**src/rtl/apb_mem_slave_v2.sv**
```systemverilog
// apb_mem_slave_v2: parametrised APB4 memory slave with programmable wait states,
// byte strobes and an error response for out-of-range word addresses.
// Optional feature macro: APB_MEM_WPROT_EN. When it is defined, writes to words
// [0, WPROT_LIMIT) complete with PSLVERR=1 and leave memory untouched.
// PREADY, PSLVERR and PRDATA are all driven straight from flops.
module apb_mem_slave_v2 #(
    parameter int unsigned ADDR_WIDTH  = 4,
    parameter int unsigned DATA_WIDTH  = 8,
    parameter int unsigned DEPTH       = 16,
    parameter int unsigned WAIT_STATES = 0,
    parameter int unsigned WPROT_LIMIT = 4
) (
    input  logic                    PCLK,
    input  logic                    RESET,
    input  logic                    PSEL,
    input  logic                    PENABLE,
    input  logic                    PWRITE,
    input  logic [ADDR_WIDTH-1:0]   PADDR,
    input  logic [DATA_WIDTH-1:0]   PWDATA,
    input  logic [DATA_WIDTH/8-1:0] PSTRB,
    output logic                    PREADY,
    output logic                    PSLVERR,
    output logic [DATA_WIDTH-1:0]   PRDATA
);

    localparam int unsigned NBYTES = DATA_WIDTH / 8;
    localparam int unsigned IDX_W  = (DEPTH > 1) ? $clog2(DEPTH) : 1;
    localparam int unsigned CNT_W  = 4;

    // One extra bit so DEPTH == 2**ADDR_WIDTH is representable.
    localparam logic [ADDR_WIDTH:0] DEPTH_L = (ADDR_WIDTH + 1)'(DEPTH);
    localparam logic [ADDR_WIDTH:0] WPROT_L = (ADDR_WIDTH + 1)'(WPROT_LIMIT);

    // The first ACCESS cycle is already a wait cycle, so the counter is loaded
    // with WAIT_STATES-1 and READY follows the cycle in which it reads zero.
    localparam logic [CNT_W-1:0] WAIT_LOAD =
        (WAIT_STATES == 0) ? '0 : CNT_W'(WAIT_STATES - 1);

`ifdef APB_MEM_WPROT_EN
    localparam logic WPROT_ON = 1'b1;
`else
    localparam logic WPROT_ON = 1'b0;
`endif

    // The SETUP bus cycle is recognised while in IDLE. This lets a zero-wait
    // access raise the registered PREADY in the very next cycle, which gives the
    // standard two-cycle APB transfer.
    typedef enum logic [1:0] {
        S_IDLE,
        S_ACCESS,
        S_READY
    } state_e;

    state_e                  state_q, state_d;
    logic [CNT_W-1:0]        wcnt_q, wcnt_d;
    logic [ADDR_WIDTH-1:0]   addr_q, addr_d;
    logic                    write_q, write_d;
    logic [DATA_WIDTH-1:0]   wdata_q, wdata_d;
    logic [NBYTES-1:0]       strb_q, strb_d;
    logic                    pready_q, pready_d;
    logic                    pslverr_q, pslverr_d;
    logic [DATA_WIDTH-1:0]   prdata_q, prdata_d;
    logic [DATA_WIDTH-1:0]   mem_q [DEPTH];

    logic                    complete;
    logic                    range_err;
    logic                    prot_err;
    logic [IDX_W-1:0]        rd_idx;
    logic [IDX_W-1:0]        wr_idx;

    assign wr_idx = IDX_W'(addr_q);

    // Next-state logic: sequence the transfer and form the registered response.
    always_comb begin
        // NOTE: every signal assigned here gets a default first, so no path can leave
        // a value unassigned and infer a latch.
        state_d   = state_q;
        wcnt_d    = wcnt_q;
        addr_d    = addr_q;
        write_d   = write_q;
        wdata_d   = wdata_q;
        strb_d    = strb_q;
        pready_d  = 1'b0;
        pslverr_d = 1'b0;
        prdata_d  = prdata_q;
        complete  = 1'b0;
        range_err = 1'b0;
        prot_err  = 1'b0;
        rd_idx    = '0;

        case (state_q)
            S_IDLE: begin
                if (PSEL && !PENABLE) begin
                    // Capture the transfer in its SETUP cycle. Later bus changes are ignored.
                    addr_d  = PADDR;
                    write_d = PWRITE;
                    wdata_d = PWDATA;
                    strb_d  = PSTRB;
                    if (WAIT_STATES == 0) begin
                        state_d  = S_READY;
                        complete = 1'b1;
                    end else begin
                        state_d = S_ACCESS;
                        wcnt_d  = WAIT_LOAD;
                    end
                end
            end
            S_ACCESS: begin
                if (!(PSEL && PENABLE)) begin
                    // Master aborted before PREADY. Drop the transfer silently.
                    state_d = S_IDLE;
                end else if (wcnt_q == '0) begin
                    state_d  = S_READY;
                    complete = 1'b1;
                end else begin
                    wcnt_d = wcnt_q - 1'b1;
                end
            end
            S_READY: begin
                // A back-to-back SETUP is seen next cycle from IDLE.
                state_d = S_IDLE;
            end
            default: state_d = S_IDLE;
        endcase

        if (complete) begin
            range_err = ({1'b0, addr_d} >= DEPTH_L);
            prot_err  = WPROT_ON && write_d && ({1'b0, addr_d} < WPROT_L);
            rd_idx    = IDX_W'(addr_d);
            pready_d  = 1'b1;
            pslverr_d = range_err || prot_err;
            if (!write_d) begin
                prdata_d = range_err ? '0 : mem_q[rd_idx];
            end
        end
    end

    // Control, captured-transfer and output registers.
    always_ff @(posedge PCLK or posedge RESET) begin
        if (RESET) begin
            state_q   <= S_IDLE;
            wcnt_q    <= '0;
            addr_q    <= '0;
            write_q   <= 1'b0;
            wdata_q   <= '0;
            strb_q    <= '0;
            pready_q  <= 1'b0;
            pslverr_q <= 1'b0;
            prdata_q  <= '0;
        end else begin
            // NOTE: sequential state uses non-blocking assignments, so every flop
            // samples the pre-edge values of the others.
            state_q   <= state_d;
            wcnt_q    <= wcnt_d;
            addr_q    <= addr_d;
            write_q   <= write_d;
            wdata_q   <= wdata_d;
            strb_q    <= strb_d;
            pready_q  <= pready_d;
            pslverr_q <= pslverr_d;
            prdata_q  <= prdata_d;
        end
    end

    // Storage array: commit a strobed write on the edge that ends the PREADY cycle.
    always_ff @(posedge PCLK or posedge RESET) begin
        if (RESET) begin
            // NOTE: clearing the whole array on reset defines its contents after reset,
            // but it forces the array into flops instead of a RAM macro.
            for (int unsigned i = 0; i < DEPTH; i++) begin
                mem_q[i] <= '0;
            end
        end else if (state_q == S_READY && write_q && !pslverr_q) begin
            for (int unsigned k = 0; k < NBYTES; k++) begin
                if (strb_q[k]) begin
                    mem_q[wr_idx][8*k +: 8] <= wdata_q[8*k +: 8];
                end
            end
        end
    end

    assign PREADY  = pready_q;
    assign PSLVERR = pslverr_q;
    assign PRDATA  = prdata_q;

endmodule

```
**config.mk**
```make
export PLATFORM = sky130hd
export DESIGN_NAME = apb_mem_slave_v2
export DESIGN_NICKNAME = d
export VERILOG_FILES = /design/src/rtl/apb_mem_slave_v2.sv
export SDC_FILE = /design/constraint.sdc
export NUM_CORES = 1
export LEC_CHECK = 0
export CORE_AREA = 4 4 93 138
export CTS_CLUSTER_DIAMETER = 30
export DETAILED_ROUTE_END_ITERATION = 10
export DIE_AREA = 0 0 97 142
export GPL_TIMING_DRIVEN = 0
export PLACE_DENSITY_LB_ADDON = 0.2
export SYNTH_ARGS = -nofsm -noshare
export SYNTH_HDL_FRONTEND = slang
export SYNTH_SLANG_ARGS = --single-unit
```
**constraint.sdc**
```tcl
create_clock -name PCLK -period 6.7 [get_ports PCLK]
set_input_delay 1.675 -clock PCLK [delete_from_list [all_inputs] [get_ports PCLK]]
set_output_delay 1.675 -clock PCLK [all_outputs]
set_load 0.005 [all_outputs]
```
==> results of run 1 <==
[cell usage after synthesis, types with 8 or more instances]
master	count
a21oi_1	11
a31oi_1	8
clkbuf_1	21
dfrtp_1	152
inv_1	8
mux2_2	129
mux4_2	14
nand2_1	105
nand2b_1	14
nand3_1	25
nor2_1	15
o21ai_0	8
[logic make-up (layout without fill, tap and decap cells)]
kind of cell	after synthesis	after routing
buffers and inverters	40	97
AO/OA/AOI/OAI	46	46
flip-flops	152	152
other	1	1
AND/OR/NAND/NOR	177	177
multiplexers	149	149
[sequential cells by signal (all words and copies together) (netlist names)]
name     flops
addr_q       4
PREADY       1
write_q      1
strb_q       1
state_q      1
mem_q      128
wdata_q      8
PRDATA       8
[critical path: stages]
cell and delay (ps):
clkdlybuf4s50_1 470, nor4b_2 990, o21ai_0 630, o21ai_0 250, a21oi_1 130, a41o_1 250
[where the power goes]
| part | switching [mW] | total (mW) | internal, mW |
|---|---|---|---|
| clock | 0.385 | 0.957 | 0.572 |
| combinational | 0.174 | 0.308 | 0.134 |
| sequential | 0.0602 | 1.05 | 0.994 |
| total | 0.619 | 2.32 | 1.70 |
[layer usage]
metal	global-route usage, %	up-vias	share of wire, %
li1	-	2088	-
met1	33.2	2414	42
met2	43.3	148	51
met3	4.71	38	4.6
met4	11.7	0	3.0
met5	0	-	0
[per-stage QoR]
stage	TNS, ps	setup WS [ps]	std cells	util, %
2_1_floorplan	0	932	565	-
3_3_place_gp	-121050	-808	739	63.8
3_5_place_dp	0	2220	740	64.1
4_1_cts	0	2650	772	69.2
5_1_grt	0	2520	772	69.2
6_report	0	2600	772	69.2
[layout by cell type, fill, tap and decap left out, types with 3 or more instances in the layout]
cell and n:
a211oi_1 3, a21oi_1 11, a31oi_1 8, a41o_1 7, buf_1 3, buf_6 3
clkbuf_1 22, clkbuf_16 17, clkdlybuf4s50_1 24, clkinv_4 5, dfrtp_1 152, inv_1 7
inv_6 3, mux2_2 129, mux2i_1 5, mux4_2 14, nand2_1 105, nand2b_1 14
nand3_1 25, nor2_1 15, nor2_2 5, o21ai_0 8
[worst max-delay path by stage]
stage,start,to,slack (ps),cells after the start
CTS,PENABLE,PRDATA[1],2650,6
global route,PENABLE,PRDATA[2],2520,6
global placement,RESET,PREADY,-810,2
finish,PENABLE,PRDATA[1],2600,6
detailed placement,PENABLE,PRDATA[1],2220,6
floorplan,RESET,PRDATA[0],930,1
[cell type report]
type	instances	area [um2]	share of cell area, %
Buffer	30	141	1.76
Clock buffer	20	457	5.69
Clock inverter	12	141	1.76
Inverter	10	42.5	0.530
Multi-Input combinational cell	373	2980	37.2
Sequential cell	152	3800	47.4
Tap cell	150	188	2.34
Timing Repair Buffer	25	268	3.34
==> run metrics, run 1 <==
area growth from synthesis to layout 15.2%; Remaining Overflow, GRT 0; Worst Hold Margin 487 ps; GRT Total Usage 25.9%; hpwl dp 11.4 mm; max-slew violations 0; Clk Latency, worst-skew pair 430 ps; Chip Height 142 um; DRT iter0 DRCs 397; Placer Congestion 0.910; status finished, final reports clean; share of cells above drive strength 1 31.7%; Hold Vio Cnt, Final 0; clk sinks 152; Worst Reg-to-Reg Cells 5; Routed WL 16.8 mm; setup bufs post-CTS 0; Primary FF master, synth dfrtp_1; P_leak 3.80 nW; CTS tree built; Via-to-Cell Ratio 6.07; Root Buffer clkbuf_16; worst hold start strb_q; fillers 809; CTS Hold Buffers Added 0; Rows 48; Tightest Pin Transition 1120 ps; Synth Area in Simple Gates 11.7%; number of synthesized flops with an enable pin 0; r2r setup slk 3930 ps; Synth Area in Compound Gates 4.78%; WL/cell 21.7 um; Clock transition at path regs 60 ps; Total Power 2.32 mW; Die ar. 13800 um2; Fin Clk Skew 8.73 ps; Vias 4688; XOR/XNOR share of the synthesized area 0%; Final Cell Area 8030 um2; Critical R2R Capture PRDATA[1]; crit start category primary input; vias in the first global route 4911; Resize count post-CTS 0; largest net degree at the start of global routing 93; # diodes 0; largest family of logic cells by synthesized area multiplexers; htree depth 4; clk buf depth 2; Cells on Worst Hold Path 2; FF-to-FF Start state_q[1]; Max Cap Violations 0; Initial Util 60.1%; synth warn 0; top cells by area, synth dfrtp_1 55%, mux2_2 21%, nand2_1 5.7%; min-delay worst type reg -> reg; Setup CP Type in -> reg; PortBufs 24; Layout Nets 627; PwrDens 289 nW/um2; Seq/Total Area, Yosys 54.6%; RSZ-0062 raised after global routing false; IO Pins 28; Routed Antenna Nets 0; Synth Cell Area 6970 um2; Mapped Avg Cell Area 12.3 um2; final worst path period share 61.2%; post-synthesis adder-cell area fraction 0%; post-route minimum period 4100 ps; worst path required time 7000 ps; Die X 97 um; Setup Viol. Count Final 0; WP data arrival 4400 ps; Placement Cell Area 7430 um2; area of the core 11600 um2; critical path fanouts, max 10; post-synth top area cell dfrtp_1; Max IR drop VDD 194 uV; max_slew headroom 25.2%; Distinct cells, synth 40; 1st-pass router iterations 5; drc violations 0; top-area cell type share of the netlist area 54.6%; post-synthesis net count 583; first-pass GRT wire length 27.3 mm; fmax 244 MHz; Worst setup EP type register; hold worst-path end strb_q; total CTS buffers 17; post-synthesis cell count 565; mux contribution to synthesized area 26.3%; Post-synth ARST share 100%; initial antenna violation count 0; FF+latch count, synth 152
No activity file was read; power rests on OpenSTA's default activity.
==> inputs of run 2 (changes only) <==
==> constraint.sdc (replaced) <==
create_clock -name PCLK -period 3.8 [get_ports PCLK]
set_input_delay 0.95 -clock PCLK [delete_from_list [all_inputs] [get_ports PCLK]]
set_output_delay 0.95 -clock PCLK [all_outputs]
set_load 0.005 [all_outputs]
==> run metrics, run 2 (same netlist as run 1, synthesis figures left out) <==
status finished, final reports clean (unchanged); 1st-pass router iterations 5 (unchanged); Max Cap Violations 0 (unchanged); largest net degree at the start of global routing 45 (was 93); final worst path period share 90.2%; WL/cell 21.6 um (was 21.7 um); hpwl dp 11.5 mm (was 11.4 mm); RSZ-0062 raised after global routing false (unchanged); Clock transition at path regs 60 ps (about the same); clk sinks 152 (unchanged); crit path cell chain clkdlybuf4s50_1 -> nor4b_2 -> o21ai_0 -> o21ai_0 -> a21oi_1 -> a41o_1 (unchanged); Hold Vio Cnt, Final 0 (unchanged); highest cell delay on the worst timing path 1000 ps (was 990 ps); Tightest Pin Transition 1130 ps (was 1120 ps); post-route minimum period 3430 ps; Via-to-Cell Ratio 6.07 (about the same); Placement Cell Area 7460 um2 (was 7430 um2); Total Power 4.06 mW (was 2.32 mW); combinational share of power 13.5% (was 13.3%); GRT Total Usage 26.0% (was 25.9%); Critical Path Slowest Stage Cell nor4b_2 (unchanged); Initial Util 60.1% (unchanged); area growth from synthesis to layout 15.4% (was 15.2%); max FFs per register 128 (unchanged); Final Cell Area 8040 um2 (was 8030 um2); Resize count post-CTS 0 (unchanged); Clk Latency, worst-skew pair 420 ps (was 430 ps); Worst setup EP type register (unchanged); worst path required time 4090 ps (was 7000 ps); Remaining Overflow, GRT 0 (unchanged); initial antenna violation count 0 (unchanged); Fin Clk Skew 9.22 ps (was 8.73 ps); PortBufs 24 (unchanged); drc violations 0 (unchanged); Die ar. 13800 um2 (unchanged); share of cells above drive strength 1 31.8% (was 31.7%); fmax 292 MHz; Layout Nets 629 (was 627); Setup Viol. Count Final 0 (unchanged); # diodes 0 (unchanged); Vias 4694 (was 4688); Routed Antenna Nets 0 (unchanged); htree depth 4 (unchanged); Root Buffer clkbuf_16 (unchanged); Die X 97 um (unchanged); IO Pins 28 (unchanged); Reg area 3800 um2 (unchanged); area of the core 11600 um2 (unchanged); clk buf depth 2 (unchanged); total CTS buffers 17 (unchanged); Routed WL 16.7 mm (was 16.8 mm); commonest non-fill, non-tap cell in the layout dfrtp_1 (unchanged); min-delay worst type reg -> reg (unchanged); vias in the first global route 5013 (was 4911); total area of multi-input combinational cells 2980 um2 (unchanged); Sw Share 26.4% (was 26.7%); max_slew headroom 24.6% (was 25.2%); Setup CP Type in -> reg (unchanged); max-slew violations 0 (unchanged); Worst Hold Margin 484 ps (was 487 ps); Most Frequent Cell on Critical Path o21ai_0 (unchanged); Placer Congestion 0.890 (was 0.910); PwrDens 506 nW/um2 (was 289 nW/um2); Rows 48 (unchanged); Reg with most FFs mem_q (unchanged); CTS Hold Buffers Added 0 (unchanged); fillers 827 (was 809); clock power share 40.8% (was 41.3%); first-pass GRT wire length 27.3 mm (about the same); critical path fanouts, max 10 (unchanged); DRT iter0 DRCs 352 (was 397); Chip Height 142 um (unchanged); crit start category primary input (unchanged); sequential power share 45.7% (was 45.4%); setup bufs post-CTS 0 (unchanged); internal power 2.99 mW (was 1.70 mW); Max IR drop VDD 326 uV (was 194 uV); P_sw 1.07 mW (was 0.619 mW); most frequent cells in the layout 152 x dfrtp_1, 129 x mux2_2, 105 x nand2_1, 25 x nand3_1, 24 x clkdlybuf4s50_1 (unchanged); CTS tree built (unchanged); Final Util 69.4% (was 69.2%); P_leak 3.81 nW (was 3.80 nW); WP data arrival 3720 ps (was 4400 ps)
==> run 2: per-stage QoR <==
stage                     worst slack (ps)  std cells  TNS, ps
after CTS                              366        773        0
after detailed placement             -6.97        742    -6.97
final                                  371        773        0
after global routing                   231        773        0
after global placement                -235        739   -34360
after floorplan                        933        565        0
==> run 2: power groups by stage <==
stage | logic (mW) | clock network, mW | registers, mW
after floorplan | 0.356 | 0 | 1.85
after global placement | 0.521 | 0 | 1.87
after detailed placement | 0.544 | 0 | 1.88
after CTS | 0.549 | 1.67 | 1.85
after global routing | 0.599 | 1.75 | 1.87
final | 0.547 | 1.66 | 1.86
==> run 2: final timing paths <==
kind | startpoint | to | slack [ps] | depth (start not counted)
max | PENABLE | PRDATA[2] | 370 | 6
min | write_q | write_q | 480 | 2
max reg2reg | state_q[1] | PRDATA[2] | 990 | 5
min reg2reg | write_q | write_q | 480 | 2
max in group asynchronous | RESET | mem_q[89] | 1870 | 4
min in group asynchronous | RESET | mem_q[52] | 1000 | 2
==> run 2: cell type report <==
cell class / count / area share (%)
multi-input combinational: 373 / 37.1
timing repair buffer: 27 / 3.74
clock buffer: 20 / 5.68
tap: 150 / 2.33
clock inverter: 11 / 1.54
buffer: 30 / 1.76
inverter: 10 / 0.514
sequential: 152 / 47.3
==> run 2: routing by layer <==
metal  wire [um]  global-route usage, %  vias up
met5           0                      0        -
met4         481                   11.0        0
met3         584                   4.81       43
met2        8680                   45.1      144
met1        6930                   32.3     2421
li1            -                      -     2086
==> run 2: critical path, delay by kind of cell <==
kind / cells / cell delay [ps]
AOI/OAI and AO/OA: 4 / 1290
buffers and inverters: 1 / 480
and+or+nand+nor: 1 / 1000
==> inputs of run 3 (changes only) <==
--- a/config.mk
+++ b/config.mk
@@ -5,10 +5,10 @@
 export SDC_FILE = /design/constraint.sdc
 export NUM_CORES = 1
 export LEC_CHECK = 0
-export CORE_AREA = 4 4 93 138
+export CORE_AREA = 2 2 91 136
 export CTS_CLUSTER_DIAMETER = 30
 export DETAILED_ROUTE_END_ITERATION = 10
-export DIE_AREA = 0 0 97 142
+export DIE_AREA = 0 0 93 138
 export GPL_TIMING_DRIVEN = 0
 export PLACE_DENSITY_LB_ADDON = 0.2
 export SYNTH_ARGS = -nofsm -noshare
==> run metrics, run 3 (same netlist as run 1, synthesis figures left out) <==
Clk Latency, worst-skew pair 420 ps (about the same); # diodes 0 (unchanged); CTS tree built (unchanged); Reg with most FFs mem_q (unchanged); Worst Reg-to-Reg Cells 5 (unchanged); largest net degree at the start of global routing 46 (was 45); Critical Path Slowest Stage Cell nor4b_2 (unchanged); worst hold start write_q (unchanged); highest cell delay on the worst timing path 1010 ps (was 1000 ps); Die X 93 um (was 97 um); M2 GR Usage 47.4% (was 45.1%); critical path depth in cells 6 (unchanged); crit path cell chain clkdlybuf4s50_1 -> nor4b_2 -> o21ai_0 -> o21ai_0 -> a21oi_1 -> a41o_1 (unchanged); P_sw 1.07 mW (about the same); placed insts 745 (was 742); Setup Viol. Count Final 0 (unchanged); commonest non-fill, non-tap cell in the layout dfrtp_1 (unchanged); Tightest Pin Transition 1150 ps (was 1130 ps); drc violations 0 (unchanged); Root Buffer clkbuf_16 (unchanged); PwrDens 503 nW/um2 (was 506 nW/um2); Die ar. 12800 um2 (was 13800 um2); Buf+Inv Stages, Crit Path 1 (unchanged); Remaining Overflow, GRT 0 (unchanged); Placer Congestion 0.901 (was 0.890); Worst setup EP type register (unchanged); Hold Vio Cnt, Final 0 (unchanged); 1st-pass router iterations 4 (was 5); DRT iter0 DRCs 349 (was 352); Resize count post-CTS 0 (unchanged); GRT Total Usage 28.6% (was 26.0%); max FFs per register 128 (unchanged); Setup CP Type in -> reg (unchanged); status finished, final reports clean (unchanged); Sum Neg Setup Slack 0 ps (unchanged); sequential power share 46.0% (was 45.7%); max-slew violations 0 (unchanged); initial antenna violation count 0 (unchanged); Initial Util 59.2% (was 60.1%); Chip Height 138 um (was 142 um); Rows 49 (was 48); vias in the first global route 5039 (was 5013); FF-to-FF Start state_q[1] (unchanged); busiest grt layer met2 (unchanged); area growth from synthesis to layout 15.3% (was 15.4%); Cells on Worst Hold Path 2 (unchanged); Routed Antenna Nets 0 (unchanged); share of cells above drive strength 1 31.8% (unchanged); Fin Clk Skew 7.60 ps (was 9.22 ps); Sw Share 26.6% (was 26.4%); PortBufs 24 (unchanged); Max Cap Violations 0 (unchanged); clk buf depth 2 (unchanged); min-delay worst type reg -> reg (unchanged); clk sinks 152 (unchanged); Clock transition at path regs 60 ps (about the same); crit path launch PENABLE (unchanged); Via-to-Cell Ratio 6.00 (was 6.07); Vias 4653 (was 4694); IO Pins 28 (unchanged); Layout Nets 629 (unchanged); CTS Hold Buffers Added 0 (unchanged); GR Util met3 5.01% (was 4.81%); combinational share of power 13.6% (was 13.5%); internal power 2.97 mW (was 2.99 mW); area of the core 11800 um2 (was 11600 um2); clock power share 40.4% (was 40.8%); worst path required time 4090 ps (about the same); RSZ-0062 raised after global routing false (unchanged); final worst slack 425 ps (was 371 ps); htree depth 4 (unchanged); Most Frequent Cell on Critical Path o21ai_0 (unchanged); worst slack at placement 75.4 ps (was -6.97 ps); delay-heaviest family, CP compound AO/OA/AOI/OAI gates (unchanged); met1 GRT Util 37.9% (was 32.3%); max_slew headroom 23.3% (was 24.6%); WL/cell 21.8 um (was 21.6 um); most frequent cells in the layout 152 x dfrtp_1, 129 x mux2_2, 105 x nand2_1, 25 x nand3_1, 24 x clkdlybuf4s50_1 (unchanged); P_leak 3.80 nW (was 3.81 nW); fmax 296 MHz (was 292 MHz); first-pass GRT wire length 27.6 mm (was 27.3 mm); critical path fanouts, max 10 (unchanged); hpwl dp 11.7 mm (was 11.5 mm); total CTS buffers 17 (unchanged); crit start category primary input (unchanged); Worst Hold Margin 489 ps (was 484 ps); setup bufs post-CTS 0 (unchanged); post-route minimum period 3380 ps (was 3430 ps); Routed WL 16.9 mm (was 16.7 mm); WP data arrival 3670 ps (was 3720 ps); final non-filler cell total 776 (was 773); Max IR drop VDD 462 uV (was 326 uV); final worst path period share 88.8% (was 90.2%)
==> run 3: changes by cell type in the layout (fill, tap and decap cells not counted) <==
cell,before,now
clkinvlp_4,4,5
clkinv_4,2,1
clkbuf_8,2,1
clkinv_2,3,4
==> run 3: path summary, 6_finish.rpt <==
kind	to	slack (ps)
worst min register to register	write_q	490
worst min-delay path	write_q	490
worst max register to register	PRDATA[1]	1030
min in group asynchronous	mem_q[55]	1010
max in group asynchronous	mem_q[121]	1880
worst max-delay path	PRDATA[1]	420
==> run 3: power groups by stage <==
stage,sequential [mW],combinational (mW),clock [mW]
3_5_place_dp,1.88,0.544,0
5_1_grt,1.88,0.598,1.72
3_3_place_gp,1.87,0.518,0
6_report,1.86,0.549,1.63
2_1_floorplan,1.85,0.356,0
4_1_cts,1.86,0.548,1.64
==> run 3: metrics by stage <==
| stage | power, mW | cell area (um2) | utilization [%] |
|---|---|---|---|
| 3_3_place_gp | 2.39 | 7400 | 62.9 |
| 6_report | 4.04 | 8030 | 68.2 |
| 5_1_grt | 4.20 | 8030 | 68.2 |
| 2_1_floorplan | 2.20 | 6970 | - |
| 3_5_place_dp | 2.43 | 7460 | 63.4 |
| 4_1_cts | 4.05 | 8030 | 68.2 |
==> run 3: tightest hold or removal path: cells and delay by family, from the launching register on <==
family | cells | cell delay [ps]
and+or+nand+nor | 2 | 110
DFF | 1 | 340
==> run 3: final cells by class <==
| type | count | area, um2 |
|---|---|---|
| Inverter | 10 | 41.3 |
| Sequential cell | 152 | 3800 |
| Fill cell | 887 | 3740 |
| Tap cell | 153 | 191 |
| Multi-Input combinational cell | 373 | 2980 |
| Clock inverter | 12 | 128 |
| Timing Repair Buffer | 27 | 300 |
| Clock buffer | 19 | 443 |
| Buffer | 30 | 141 |
==> run 3: per-layer routing <==
layer | share of wire, % | up-vias
met5 | 0 | -
met4 | 2.1 | 0
met3 | 3.1 | 30
met2 | 53 | 110
met1 | 42 | 2426
li1 | - | 2087
